--- src/rtl/rf_pkg.sv ---
// Shared types and constants for the multi-port register file.
// Exports default sizes, FSM state encoding and the x0 index.
package rf_pkg;

  localparam int XLEN_DEFAULT  = 32;
  localparam int NREGS_DEFAULT = 32;
  localparam int ZERO_REG      = 0;

  typedef enum logic {
    RF_CLEAR = 1'b0,
    RF_READY = 1'b1
  } rf_state_e;

endpackage

--- src/rtl/regfile_rd_port.sv ---
// One asynchronous read port: decode, x0/not-ready zeroing, bypass.
// Ports: ready, addr, regs in; data out; with REGFILE_BYPASS_EN also
// we/wr_addr/wr_data for same-cycle write-through.
module regfile_rd_port
  import rf_pkg::*;
#(
  parameter int XLEN  = XLEN_DEFAULT,
  parameter int NREGS = NREGS_DEFAULT,
  parameter int AW    = $clog2(NREGS)
) (
  input  logic                        ready,
  input  logic [AW-1:0]               addr,
  input  logic [NREGS-1:0][XLEN-1:0]  regs,
`ifdef REGFILE_BYPASS_EN
  input  logic                        we,
  input  logic [AW-1:0]               wr_addr,
  input  logic [XLEN-1:0]             wr_data,
`endif
  output logic [XLEN-1:0]             data
);

  localparam logic [AW-1:0] X0 = AW'(ZERO_REG);

  logic hit;

`ifdef REGFILE_BYPASS_EN
  assign hit = ready & we & (wr_addr != X0) &
               (wr_addr == addr);
`else
  assign hit = 1'b0;
`endif

  always_comb begin
    data = '0;
    unique case (1'b1)
`ifdef REGFILE_BYPASS_EN
      hit:                         data = wr_data;
`endif
      (!hit && ready && addr != X0): data = regs[addr];
      default:                     data = '0;
    endcase
  end

endmodule

--- src/rtl/regfile_mp.sv ---
// Parametrised register file with post-reset clear FSM and NRD read ports.
// Ports: clk, rst, RegWrite/rd/rd_write_data in; rs_addr in; rs_data,
// ready out. Optional macro REGFILE_BYPASS_EN enables write-through.
module regfile_mp
  import rf_pkg::*;
#(
  parameter int XLEN  = XLEN_DEFAULT,
  parameter int NREGS = NREGS_DEFAULT,
  parameter int NRD   = 2,
  parameter int AW    = $clog2(NREGS)
) (
  input  logic                clk,
  input  logic                rst,
  input  logic                RegWrite,
  input  logic [AW-1:0]       rd,
  input  logic [XLEN-1:0]     rd_write_data,
  input  logic [NRD*AW-1:0]   rs_addr,
  output logic [NRD*XLEN-1:0] rs_data,
  output logic                ready
);

  localparam logic [AW-1:0] LAST = AW'(NREGS-1);
  localparam logic [AW-1:0] X0   = AW'(ZERO_REG);

  rf_state_e                  state_q, state_d;
  logic [AW-1:0]              clr_idx_q, clr_idx_d;
  logic                       ready_q, ready_d;
  logic                       clr_we, wr_en;
  logic [NREGS-1:0][XLEN-1:0] regs;

  always_comb begin
    state_d   = state_q;
    clr_idx_d = clr_idx_q;
    ready_d   = ready_q;
    clr_we    = 1'b0;
    unique case (state_q)
      RF_CLEAR: begin
        clr_we    = 1'b1;
        clr_idx_d = clr_idx_q + AW'(1);
        if (clr_idx_q == LAST) begin
          state_d = RF_READY;
          ready_d = 1'b1;
        end
      end
      RF_READY: ready_d = 1'b1;
    endcase
  end

  always_ff @(posedge clk) begin
    if (rst) begin
      state_q   <= RF_CLEAR;
      clr_idx_q <= '0;
      ready_q   <= 1'b0;
    end else begin
      state_q   <= state_d;
      clr_idx_q <= clr_idx_d;
      ready_q   <= ready_d;
    end
  end

  // Storage has no reset of its own; the clear walk zeroes it.
  assign wr_en = ~rst & (state_q == RF_READY) &
                 RegWrite & (rd != X0);

  always_ff @(posedge clk) begin
    if (!rst && clr_we)
      regs[clr_idx_q] <= '0;
    else if (wr_en)
      regs[rd] <= rd_write_data;
  end

  assign ready = ready_q;

  for (genvar k = 0; k < NRD; k++) begin : g_rd
    regfile_rd_port #(
      .XLEN  (XLEN),
      .NREGS (NREGS),
      .AW    (AW)
    ) u_port (
      .ready   (ready_q),
      .addr    (rs_addr[k*AW +: AW]),
      .regs    (regs),
`ifdef REGFILE_BYPASS_EN
      .we      (RegWrite),
      .wr_addr (rd),
      .wr_data (rd_write_data),
`endif
      .data    (rs_data[k*XLEN +: XLEN])
    );
  end

endmodule

--- config.mk ---
export PLATFORM = sky130hd
export DESIGN_NAME = regfile_mp
export DESIGN_NICKNAME = d
export VERILOG_FILES = /design/src/rtl/rf_pkg.sv /design/src/rtl/regfile_rd_port.sv /design/src/rtl/regfile_mp.sv
export SDC_FILE = /design/constraint.sdc
export NUM_CORES = 2
export LEC_CHECK = 0
export BUFFER_PORTS_ARGS = -buffer_cell sky130_fd_sc_hd__buf_4
export CAP_MARGIN = 20
export CELL_PAD_IN_SITES_DETAIL_PLACEMENT = 1
export CELL_PAD_IN_SITES_GLOBAL_PLACEMENT = 2
export CORE_ASPECT_RATIO = 0.5
export CORE_MARGIN = 10
export CORE_UTILIZATION = 50
export DETAILED_ROUTE_END_ITERATION = 12
export PLACE_DENSITY = 0.91
export SLEW_MARGIN = 20
export SYNTH_ARGS = -nofsm -noshare
export SYNTH_HDL_FRONTEND = slang
export SYNTH_SLANG_ARGS = --single-unit
--- constraint.sdc ---
create_clock -name clk -period 9.6 [get_ports clk]
set_input_delay 1.44 -clock clk [delete_from_list [all_inputs] [get_ports clk]]
set_output_delay 1.44 -clock clk [all_outputs]
set_load 0.01 [all_outputs]
After elaboration in Yosys (flattened, before gate mapping)
Index checks and enable logic that the tools add are counted.
{ "classes": {"magnitude_cmp": 6, "add_sub_neg": 1, "eq_ne": 2, "reduce_logical": 10, "mux": 18, "bitwise": 7} }
{ "op_table": {"columns": ["cell", "n"], "rows": [
  ["$mux W1024", 2],
  ["$and A1024 B1024 Y1024", 1],
  ["$bwmux W1024", 1],
  ["$not A1024 Y1024", 1],
  ["$bmux W32 S5", 2],
  ["$demux W32 S5", 2],
  ["$mux W32", 6],
  ["$lt A5 B6 Y1 const B", 4],
  ["$reduce_bool A5 Y1", 3],
  ["$ge A5 B1 Y1 const B", 2],
  ["$add A5 B1 Y5 const B", 1],
  ["$eq A5 B5 Y1 const B", 1],
  ["$logic_and A1 B1 Y1", 5],
  ["$mux W1", 4],
  ["$and A1 B1 Y1", 3],
  ["$ne A2 B2 Y1 const B", 1],
  ["$not A1 Y1", 2],
  ["$pmux W1 S2", 1],
  ["$reduce_bool A2 Y1", 1],
  ["$logic_not A1 Y1", 1]
]} }
{ "totals": {"out_inout_bits": 65, "word_cells": 79, "ff_bits": 1031} }

Logic depth before layout (Yosys ltp)
{ "depth": {"ltp_word": 7, "ltp_mapped": 8, "mapped_depth_nobuf": 5} }

Hierarchy
From an unflattened synthesis, not the netlist that was laid out.
{ "unflattened": {"hier_cells": 4346, "hier_area_um2": 61582.8} }
{ "by_module_without_submodules": {"columns": ["mod", "seq_area_each_um2", "instances", "cells_each", "area_each_um2"], "rows": [
  ["regfile_mp", 30889.6, 1, 2686, 44181.1],
  ["regfile_rd_port", 0.0, 2, 830, 8700.8]
]} }

Least setup slack after synthesis
Ideal clock, no wire load.
{ "synth_path": {"kind": "input to register", "start": "in rd[4]", "end": "reg regs[192] in the netlist's numbering (enable)", "t_arrival_ps": 4919, "stages": 8, "setup_ps": 470, "setup_slack_ps": 4211, "path_cell_list": "buf_2 > or3_1 > buf_2 > nor2_2 > or2_1 > buf_2 > buf_4 > o31ai_1"} }
{ "synth_via": {"elab_chain_len": 3} }
{ "synth_rtl": {"columns": ["item", "line", "rtl"], "rows": [
  ["start, declared", "regfile_mp.sv:15", "input logic [AW-1:0] rd,"],
  ["$reduce_bool A5 Y1", "regfile_mp.sv:63", "RegWrite & (rd != X0);"],
  ["$and A1 B1 Y1", "regfile_mp.sv:63", null],
  ["$reduce_bool A2 Y1 (no source line)", null, null],
  ["end signal, assigned by index", "regfile_mp.sv:69", "regs[rd] <= rd_write_data;"],
  ["end, declared", "regfile_mp.sv:29", "logic [NREGS-1:0][XLEN-1:0] regs;"]
]} }
No other way between the ends.
A chain may end at the register's enable or synchronous reset.

Final worst setup path
{ "layout_path": {"start": "in rs_addr[2]", "end": "out rs_data[3]"} }
{ "layout_via": {"elab_chain_len": 3} }
{ "layout_rtl": {"columns": ["item", "line", "rtl"], "rows": [
  ["start, declared", "regfile_mp.sv:17", "input logic [NRD*AW-1:0] rs_addr,"],
  ["$bmux W32 S5 or $reduce_bool A5 Y1 (tied branches)", "regfile_rd_port.sv:39", "(!hit && ready && addr != X0): data = regs[addr];"],
  ["$mux W32 (implied by the code) or $logic_and A1 B1 Y1 (tied branches)", "regfile_rd_port.sv:39", null],
  ["$mux W32 *", "regfile_rd_port.sv:35", "unique case (1'b1)"],
  ["end, declared", "regfile_mp.sv:18", "output logic [NRD*XLEN-1:0] rs_data,"]
]} }
Mark *: on every way between the ends. The rest lies on a longest branch, timed or not. The select of a mux whose other input is x is not followed.

==> flow_metrics.tcl <==
set metrics [dict create \
    synth_xor_xnor_area_share 0.0004416 \
    cts_tree "yes" \
    p_leak_uw 0.02375 \
    globalRouteTotalUtil 0.3648 \
    tns_ns 0 \
    post_synth_num_cell_types 51 \
    die_area_mm2 0.1340 \
    netSwitchingFraction 0.2772 \
    cts_root_buffer "sky130_fd_sc_hd__clkbuf_16" \
    cts_resized 0 \
    synth_largest_area_cell "sky130_fd_sc_hd__edfxtp_1" \
    total_nets_after_synthesis 4393 \
    layout.nets 4193 \
    dominant_combinational_cell_family_by_area_after_synthesis "compound AO/OA/AOI/OAI gates" \
    grt_setup_unrepaired "no" \
    clkSinkCount 1031 \
    critical_path.max_fanout 96 \
    primary_ff_master_synth "sky130_fd_sc_hd__edfxtp_1" \
    synthSimpleGateAreaFrac 0.04433 \
    synth_edf_count 1024 \
    post_cts_repair_timing_setup_buffer_count 0 \
    portbufs 114 \
    total_power_uw 11140 \
    wl_per_cell_um 43.92 \
    ctsHoldBuffers 0 \
    pin_count 115 \
    p_per_area_mw_per_mm2 170.8 \
    cap_violations 0 \
    status "finished clean" \
    dp_worst_setup_slack_ns 2.984 \
    drt-total-wl_um 255500 \
    layout_worst_path_cycle_share 0.7294 \
    cp.arrival_ns 5.56 \
    synth.ff_latch_count 1031 \
    post_synth_inst_count 4338 \
    floorplan.core_area_mm2 0.1180 \
    holdCritPathClass "flop to flop" \
    setup-violations-final 0 \
    dr.first_iter.drc_count 8730 \
    routed_vias 48550 \
    dr.pass1.iters 9 \
    layout-area-overhead-vs-synth_pct 9.638 \
    initial_utilization 0.5040 \
    final_hold_viol_count 0 \
    switching_power_uw 3088 \
    maxClockFrequency_ghz 0.1428 \
    final_core_utilization 0.5526 \
    clock_insertion_delay_worst_skew_ns 0.74 \
    max-vdd-ir-drop_mv 0.1382 \
    synth.area.top_cells "sky130_fd_sc_hd__edfxtp_1 (52%), sky130_fd_sc_hd__a22o_1 (15%), sky130_fd_sc_hd__mux4_2 (9.6%)" \
    overflow 0 \
    synth-compound-area-share 0.2116 \
    routabilityCongestion 0.9540 \
    critical_path_required_ns 8.16 \
    maximum_number_of_pins_on_one_net_before_global_route_repair 100 \
    clock-skew-final_ns 0.02914 \
    synthDominantCellAreaShare 0.5168 \
    timing_worst_setup_path_type "input pin to output port" \
    synth-adder-area-share 0.001052 \
    antenna_violations_before_repair 23 \
    dp_hpwl_um 147400 \
    muxShareOfSynthArea 0.1764 \
    seq_area_frac_synth 0.5192 \
    critical_path.endpoint_type "output port" \
    die_width_um 507.8 \
    drv_slew 0 \
    cell_internal_pwr_uw 8053 \
    stdcell_count 5817 \
    worstMarginPinSlew_ns 1.323 \
    placedCellCount 5628 \
    detail_route.vias_per_cell 8.346 \
    setup.worst_path.start_class "input pin" \
    drt_drc_violations_left 0 \
    period_needed_ns 7.002 \
    postSynthAreaPerCell_um2 13.71 \
    grt_first_pass_wirelength_um 360600 \
    core.rowCount 89 \
    timing.final.ws_setup_ns 2.598 \
    drt.antenna.violating_nets 0 \
    cts_buffer_depth 3 \
    timing.slew.headroom 0.1137 \
    sequentialPowerShare 0.500 \
    htree_num_levels 3 \
    first_global_vias 48390 \
    clkTransAtPathRegs_ns 0.06 \
    synth.cell_area_mm2 0.05949 \
    synthArstFlopShare 0 \
    die_height_um 263.9 \
    number_of_cts_inserted_buffers 99 \
    total_number_of_yosys_warnings 0 \
    pwr-share-clk 0.359 \
    power_frac_comb 0.141 \
    layout-drive-gt1-share 0.2400 \
]
==> metrics by stage <==
step                      hold slack [ns]  instance area, um2
after global placement             0.5612               61890
after CTS                          0.5970               65100
after floorplan                    0.5103               59490
after detailed placement           0.5745               62010
after global routing               0.6152               65210
final                              0.5945               65230
==> critical path: stages <==
cell and delay (ns):
sky130_fd_sc_hd__buf_8 0.55, sky130_fd_sc_hd__buf_12 0.55, sky130_fd_sc_hd__buf_4 0.77, sky130_fd_sc_hd__mux2i_1 0.27, sky130_fd_sc_hd__a22oi_1 0.12, sky130_fd_sc_hd__a31oi_1 0.56
sky130_fd_sc_hd__nand4_1 0.51, sky130_fd_sc_hd__buf_4 0.31
==> cell type report <==
class                      count  area, um2
antenna                        8      20.02
clock buffer                 119       2638
clock inverter                61      457.9
fill                       11110      52810
inverter                       5      18.77
multi-input combinational   2714      26860
sequential                  1031      30890
tap                         1592       1992
timing repair buffer         287       2350
==> per-layer routing <==
layer	wire, um	GRT usage
met5	388	0.01315
met4	13350	0.1589
met3	50500	0.2085
met2	106000	0.5120
met1	85220	0.4542
==> state kept, by name, summed over array words and instances (netlist names) <==
register   cells
regs        1024
clr_idx_q      5
ready          1
state_q        1
==> synth_stat cells, types with 42 or more instances <==
| library cell | number |
|---|---|
| sky130_fd_sc_hd__nor2_1 | 42 |
| sky130_fd_sc_hd__mux4_2 | 253 |
| sky130_fd_sc_hd__clkbuf_1 | 207 |
| sky130_fd_sc_hd__edfxtp_1 | 1024 |
| sky130_fd_sc_hd__mux2i_1 | 259 |
| sky130_fd_sc_hd__o22ai_1 | 66 |
| sky130_fd_sc_hd__o21ai_0 | 66 |
| sky130_fd_sc_hd__nand4_1 | 63 |
| sky130_fd_sc_hd__nor2b_1 | 69 |
| sky130_fd_sc_hd__mux2_2 | 196 |
| sky130_fd_sc_hd__nand3_1 | 65 |
| sky130_fd_sc_hd__a22oi_1 | 160 |
| sky130_fd_sc_hd__a22o_1 | 1024 |
| sky130_fd_sc_hd__a211oi_1 | 65 |
| sky130_fd_sc_hd__buf_2 | 341 |
| sky130_fd_sc_hd__or3_1 | 63 |
==> cell families (layout without fill, tap and decap cells) <==
kind of cell	after synthesis	in the layout
other	0	8
muxes	708	708
buffers and inverters	593	472
and+or+nand+nor	456	456
DFF	1031	1031
AOI/OAI and AO/OA	1542	1542
adders and majority gates	5	5
xor gates and xnor gates	3	3
==> worst paths after layout <==
kind | endpoint | startpoint | slack [ns] | depth (start not counted)
max | rs_data[3] | rs_addr[2] | 2.60 | 8
min | regs[170] | regs[170] | 0.59 | 1
max reg2reg | regs[344] | state_q | 5.73 | 6
min reg2reg | regs[170] | regs[170] | 0.59 | 1
==> cell usage in the layout (no fill, tap or decap), types with 30 or more instances in the layout <==
master                         n
sky130_fd_sc_hd__mux2_2      196
sky130_fd_sc_hd__nand3_1      65
sky130_fd_sc_hd__nand4_1      63
sky130_fd_sc_hd__and2_1       38
sky130_fd_sc_hd__nand2_1      37
sky130_fd_sc_hd__a21oi_1      33
sky130_fd_sc_hd__clkbuf_16   103
sky130_fd_sc_hd__clkinv_1     30
sky130_fd_sc_hd__a32o_1       32
sky130_fd_sc_hd__nor2b_1      65
sky130_fd_sc_hd__o31ai_4      31
sky130_fd_sc_hd__buf_4       271
sky130_fd_sc_hd__o22ai_1      66
sky130_fd_sc_hd__a22oi_1     160
sky130_fd_sc_hd__mux4_2      253
sky130_fd_sc_hd__o21ai_0      66
sky130_fd_sc_hd__a22o_1     1024
sky130_fd_sc_hd__or3_1        63
sky130_fd_sc_hd__and3_1       36
sky130_fd_sc_hd__edfxtp_1   1024
sky130_fd_sc_hd__a211oi_1     65
sky130_fd_sc_hd__a21oi_4      32
sky130_fd_sc_hd__mux2i_1     259
==> power by group through the flow <==
stage,logic (uW),registers (uW),clock network [uW]
floorplan,1000,5550,0
global placement,1440,5610,0
detailed placement,1490,5630,0
CTS,1500,5550,3960
global route,1600,5590,4150
finish,1570,5570,4000
No activity file was read; power rests on OpenSTA's default activity.
